`src/rtl/midi_uart_tx.sv`:
```
// rtl/midi_uart_tx.sv - MIDI 8N1 serial transmitter with a small transmit FIFO
//
// Bytes offered on data_in/data_valid are accepted whenever data_ready is high.
// They are queued in a circular FIFO and sent as 8N1 frames (start bit,
// 8 data bits LSB first, stop bit), with every bit lasting DIV clocks.
// A new frame follows a stop bit immediately when more bytes are queued.
//
// Parameters:
//   CLK_FREQ_HZ - system clock frequency in Hz
//   BAUD_RATE   - serial bit rate (31250 for MIDI)
//   FIFO_DEPTH  - transmit FIFO depth in bytes (power of 2, >= 2)
//
// Ports:
//   clk        - system clock, rising edge
//   rst_n      - asynchronous active-low reset
//   data_in    - byte to send, sampled on accept
//   data_valid - data_in is valid
//   data_ready - FIFO can accept a byte (combinational !full)
//   tx         - registered serial output, idles high
//   busy       - frame in progress or FIFO non-empty
//   fifo_level - number of queued bytes, 0..FIFO_DEPTH

module midi_uart_tx #(
    parameter int CLK_FREQ_HZ = 10_000_000,
    parameter int BAUD_RATE   = 31_250,
    parameter int FIFO_DEPTH  = 4
) (
    input  logic                          clk,
    input  logic                          rst_n,
    input  logic [7:0]                    data_in,
    input  logic                          data_valid,
    output logic                          data_ready,
    output logic                          tx,
    output logic                          busy,
    output logic [$clog2(FIFO_DEPTH):0]   fifo_level
);

    localparam int DIV   = CLK_FREQ_HZ / BAUD_RATE;
    localparam int CNT_W = (DIV > 1) ? $clog2(DIV) : 1;
    localparam int PTR_W = $clog2(FIFO_DEPTH);
    localparam int LVL_W = PTR_W + 1;

    localparam logic [CNT_W-1:0] CNT_LAST = CNT_W'(DIV - 1);
    localparam logic [LVL_W-1:0] LVL_FULL = LVL_W'(FIFO_DEPTH);

    typedef enum logic [1:0] {
        S_IDLE,
        S_START,
        S_DATA,
        S_STOP
    } state_t;

    // ------------------------------------------------------------------
    // Transmit FIFO
    // ------------------------------------------------------------------
    logic [7:0]       fifo_mem [FIFO_DEPTH];
    logic [PTR_W-1:0] wr_ptr;
    logic [PTR_W-1:0] rd_ptr;
    logic [LVL_W-1:0] level;
    logic             push;
    logic             pop;
    logic             fifo_empty;
    logic [7:0]       fifo_head;

    assign fifo_empty = (level == '0);
    assign data_ready = (level != LVL_FULL);
    assign push       = data_valid && data_ready;
    assign fifo_head  = fifo_mem[rd_ptr];
    assign fifo_level = level;

    // Storage carries no reset; only the pointers and level define content.
    always_ff @(posedge clk) begin
        if (push) begin
            fifo_mem[wr_ptr] <= data_in;
        end
    end

    // Pointers wrap naturally because FIFO_DEPTH is a power of 2.
    always_ff @(posedge clk or negedge rst_n) begin
        if (!rst_n) begin
            wr_ptr <= '0;
            rd_ptr <= '0;
            level  <= '0;
        end else begin
            if (push) begin
                wr_ptr <= wr_ptr + 1'b1;
            end
            if (pop) begin
                rd_ptr <= rd_ptr + 1'b1;
            end
            case ({push, pop})
                2'b10:   level <= level + 1'b1;
                2'b01:   level <= level - 1'b1;
                default: level <= level;
            endcase
        end
    end

    // ------------------------------------------------------------------
    // Frame FSM
    // ------------------------------------------------------------------
    state_t           state;
    state_t           state_next;
    logic [CNT_W-1:0] baud_cnt;
    logic [CNT_W-1:0] baud_cnt_next;
    logic [2:0]       bit_idx;
    logic [2:0]       bit_idx_next;
    logic [7:0]       shift_reg;
    logic [7:0]       shift_next;
    logic             tx_reg;
    logic             tx_next;
    logic             bit_end;

    assign bit_end = (baud_cnt == CNT_LAST);
    assign tx      = tx_reg;
    assign busy    = (state != S_IDLE) || !fifo_empty;

    always_ff @(posedge clk or negedge rst_n) begin
        if (!rst_n) begin
            state     <= S_IDLE;
            baud_cnt  <= '0;
            bit_idx   <= '0;
            shift_reg <= '0;
            tx_reg    <= 1'b1;
        end else begin
            state     <= state_next;
            baud_cnt  <= baud_cnt_next;
            bit_idx   <= bit_idx_next;
            shift_reg <= shift_next;
            tx_reg    <= tx_next;
        end
    end

    // tx_next is the level the line takes on the coming edge, so the line
    // changes on the same edge as the state transition that defines it.
    always_comb begin
        state_next    = state;
        baud_cnt_next = baud_cnt + 1'b1;
        bit_idx_next  = bit_idx;
        shift_next    = shift_reg;
        tx_next       = tx_reg;
        pop           = 1'b0;

        case (state)
            S_IDLE: begin
                tx_next       = 1'b1;
                baud_cnt_next = '0;
                if (!fifo_empty) begin
                    pop        = 1'b1;
                    shift_next = fifo_head;
                    tx_next    = 1'b0;
                    state_next = S_START;
                end
            end

            S_START: begin
                if (bit_end) begin
                    baud_cnt_next = '0;
                    bit_idx_next  = '0;
                    tx_next       = shift_reg[0];
                    shift_next    = {1'b0, shift_reg[7:1]};
                    state_next    = S_DATA;
                end
            end

            S_DATA: begin
                if (bit_end) begin
                    baud_cnt_next = '0;
                    if (bit_idx == 3'd7) begin
                        tx_next    = 1'b1;
                        state_next = S_STOP;
                    end else begin
                        bit_idx_next = bit_idx + 1'b1;
                        tx_next      = shift_reg[0];
                        shift_next   = {1'b0, shift_reg[7:1]};
                    end
                end
            end

            S_STOP: begin
                if (bit_end) begin
                    baud_cnt_next = '0;
                    // Back-to-back: the next start bit begins right after
                    // the stop bit, with no idle clock in between.
                    if (!fifo_empty) begin
                        pop        = 1'b1;
                        shift_next = fifo_head;
                        tx_next    = 1'b0;
                        state_next = S_START;
                    end else begin
                        tx_next    = 1'b1;
                        state_next = S_IDLE;
                    end
                end
            end

            default: begin
                tx_next       = 1'b1;
                baud_cnt_next = '0;
                state_next    = S_IDLE;
            end
        endcase
    end

endmodule

```
`config.mk`:
```
export PLATFORM = sky130hd
export DESIGN_NAME = midi_uart_tx
export DESIGN_NICKNAME = d
export VERILOG_FILES = /design/src/rtl/midi_uart_tx.sv
export SDC_FILE = /design/constraint.sdc
export NUM_CORES = 1
export LEC_CHECK = 0
export ABC_AREA = 1
export CAP_MARGIN = 20
export CORE_ASPECT_RATIO = 1.25
export CORE_MARGIN = 4
export CORE_UTILIZATION = 45
export CTS_CLUSTER_SIZE = 16
export DETAILED_ROUTE_END_ITERATION = 8
export DONT_BUFFER_PORTS = 1
export GPL_TIMING_DRIVEN = 0
export PLACE_DENSITY_LB_ADDON = 0.2
export SETUP_SLACK_MARGIN = 0.15
export SYNTH_ARGS = -nofsm -noshare
export SYNTH_HDL_FRONTEND = slang
export SYNTH_SLANG_ARGS = --single-unit
```
`constraint.sdc`:
```
create_clock -name clk -period 4.74 [get_ports clk]
set_input_delay 0.474 -clock clk [delete_from_list [all_inputs] [get_ports clk]]
set_output_delay 0.474 -clock clk [all_outputs]
set_load 0.005 [all_outputs]
```
==> metrics.yaml <==
clk_pin_slew_ns: 0.08
clk_latency_ns: 0.34
setup_viol: 0
cp_num_buf_inv: 3
crit_family: "adder cells"
drv_cap: 0
hold_path_class: "in -> reg"
synth_edf_count: 32
clock-sinks: 62
cp.required_ns: 4.97
power_mw: 1.31
whs_ns: 0.219
outcome: "completed"
grt_max_degree: 31
wl_per_cell_um: 13.2
synth_top_family_by_area: "simple AND/OR/NAND/NOR gates"
async_reset_ff_frac: 0.484
ir_drop_uv: 345
critPathArrivalTime_ns: 2.63
htree_levels: 3
syn-num-nets: 316
gp_congestion: 0.700
core_area_mm2: 0.00621
p_leak_nw: 1.43
dp.cells: 376
drive_gt1_frac: 0.104
crit_top_cell: "inv_1"
cp_max_fo: 6
fin_crit_sh: 0.507
fmax_mhz: 416
nFillCells: 576
cts-root-buf: "clkbuf_8"
synth-simple-area-share: 0.236
synthFlopType: "edfxtp_1"
io_buffers: 0
startpoint_type: "flip-flop"
areaGrowthSynthToFinish_pct: 11.8
synth_compound_area_frac: 0.0418
slowest_stage: "dfrtp_1"
m1WireLength_mm: 2.22
drtPass1Iterations: 4
cts_setup_buffers: 0
syn_area_mm2: 0.00290
vias: 1913
antenna_cells: 0
yosysWarnings: 0
crit_type: "reg -> reg"
skew_ns: 0.00595
highest_layer: "met4"
cp-end-kind: "flip-flop"
path_depth: 11
ios: 17
viasPerCell: 4.86
finalNonFillerCells: 394
grt_setup_unrepaired: "no"
synth_xor_area_frac: 0.0211
cpPeakStageDelay_ns: 0.44
drv_slew: 0
largest_register_ffs: 32
fin_crit_ns: 2.40
fp.dieW_um: 79.8
drc: 0
setup_tns_ns: 0
gr-total-overflow: 0
grt_pass1_vias: 1927
initial_core_util: 0.467
ys_seq_area_frac: 0.591
fp.dieH_um: 97.8
power_density_mw_per_mm2: 405
antenna_found_initial: 0
syn_inst: 291
worstMarginPinSlew_ns: 0.808
syn_avg_cell_area_um2: 9.97
slew_headroom: 0.459
min_path_cells: 0
cts_buffers: 9
dpl.hpwl_mm: 3.51
met2_length_mm: 2.65
hold_viol: 0
max-clock-path-buffers: 2
routed-wl-met3_um: 237
drtIter0Drc: 101
grt_use_total: 0.154
layout.nets: 329
synth_fa_ha_area_frac: 0.0630
rows: 32
synthMuxAreaShare: 0
cts_tree: "built"
synth_cell_types: 31
ys_ff_latch: 62
die_area_mm2: 0.00780
ff2ff_path_depth: 11
grt_pass1_wl_mm: 9.06
postRouteAntennaNets: 0
crit_chain: "inv_1, ha_1, inv_1, nand2_4, nand2_1, inv_1, ha_1, fa_1, a21oi_1, o21ai_0, xor2_1"
drt_wl_total_mm: 5.19
## through the flow
step,utilization,cell area [um2],setup slack (ns)
final,0.522,3240,2.34
after global routing,0.522,3240,2.06
after CTS,0.522,3240,2.31
after detailed placement,0.484,3010,2.34
after global placement,0.484,3010,2.36
after floorplan,-,2900,2.58
## final timing paths
path                                                   to             startpoint  slack, ns
worst max-delay path            fifo_level[2]$_DFFE_PN0P_   state[0]$_DFFE_PN0P_       2.34
worst min-delay path             fifo_mem[3][6]$_DFFE_PP_             data_in[6]       0.22
worst max register to register  fifo_level[2]$_DFFE_PN0P_   state[0]$_DFFE_PN0P_       2.34
worst min register to register      baud_cnt[0]$_DFF_PN0_  baud_cnt[0]$_DFF_PN0_       0.47
max in group asynchronous                  tx$_DFFE_PN1P_                  rst_n       3.93
min in group asynchronous           baud_cnt[2]$_DFF_PN0_                  rst_n       0.57
## Yosys cell counts, types with 3 or more instances
cell      count  share of area
a21oi_1       9          0.016
ha_1         13          0.056
edfxtp_1     32           0.33
nand3_1      37          0.064
o21ai_0       4         0.0069
dfrtp_1      29           0.25
xnor2_1       3         0.0091
inv_1        25          0.032
nand2_1      83           0.11
xor2_1        4          0.012
nor2_1       21          0.027
o21ai_1       5         0.0086
## kinds of logic (layout without fill, tap and decap cells)
family | Yosys count | in the layout
AND/OR/NAND/NOR | 153 | 153
AO/OA/AOI/OAI | 21 | 21
buffers and inverters | 34 | 52
XOR/XNOR | 7 | 7
adder cells (fa/ha/maj) | 14 | 14
flip-flops | 62 | 62
## worst register-to-register path, stage by stage (launching register included)
cell and delay [ns]:
dfrtp_1 0.44, inv_1 0.12, ha_1 0.29, inv_1 0.16, nand2_4 0.09, nand2_1 0.14
inv_1 0.06, ha_1 0.21, fa_1 0.38, a21oi_1 0.14, o21ai_0 0.11, xor2_1 0.15
## metal layers
metal,track usage,up-vias
li1,-,983
met1,0.181,895
met2,0.251,27
met3,0.0489,8
met4,0.0767,0
met5,0,-
## report_power, final
group / leakage [nW] / internal [mW] / total (mW) / switching, mW
Sequential: 0.657 / 0.650 / 0.686 / 0.0358
Clock: 0.101 / 0.250 / 0.480 / 0.230
Combinational: 0.674 / 0.0472 / 0.147 / 0.0998
## final cells by class
type	count	area (um2)	share of cell area
well taps	85	106	0.0328
clock inverters	7	81.3	0.0251
multi-input cells	195	1050	0.323
clock buffers	9	124	0.0382
flip-flops and latches	62	1710	0.528
inverters	28	108	0.0332
repair buffers	2	30.0	0.00926
plain buffers	6	31.3	0.00965
## placed cells by master (no fill, tap or decap), types with 2 or more instances in the layout
cell type  instances
nor2_1            21
nand3_1           37
nor3_1             2
o21ai_0            4
nand2_2            2
inv_2              2
nor3b_1            2
a21oi_1            9
ha_1              13
inv_1             25
buf_4              2
edfxtp_1          32
nand2_1           83
clkbuf_8           9
o21ai_1            5
inv_6              3
dfrtp_1           29
nand2_4            2
clkinv_4           2
clkbuf_1           2
xnor2_1            3
xor2_1             4
## repair_timing
item,in CTS,in global routing
hold buffers,2,0
endpoints found under the hold margin,30,0
gates resized for setup,0,0
(Power assumes the default switching activity.)
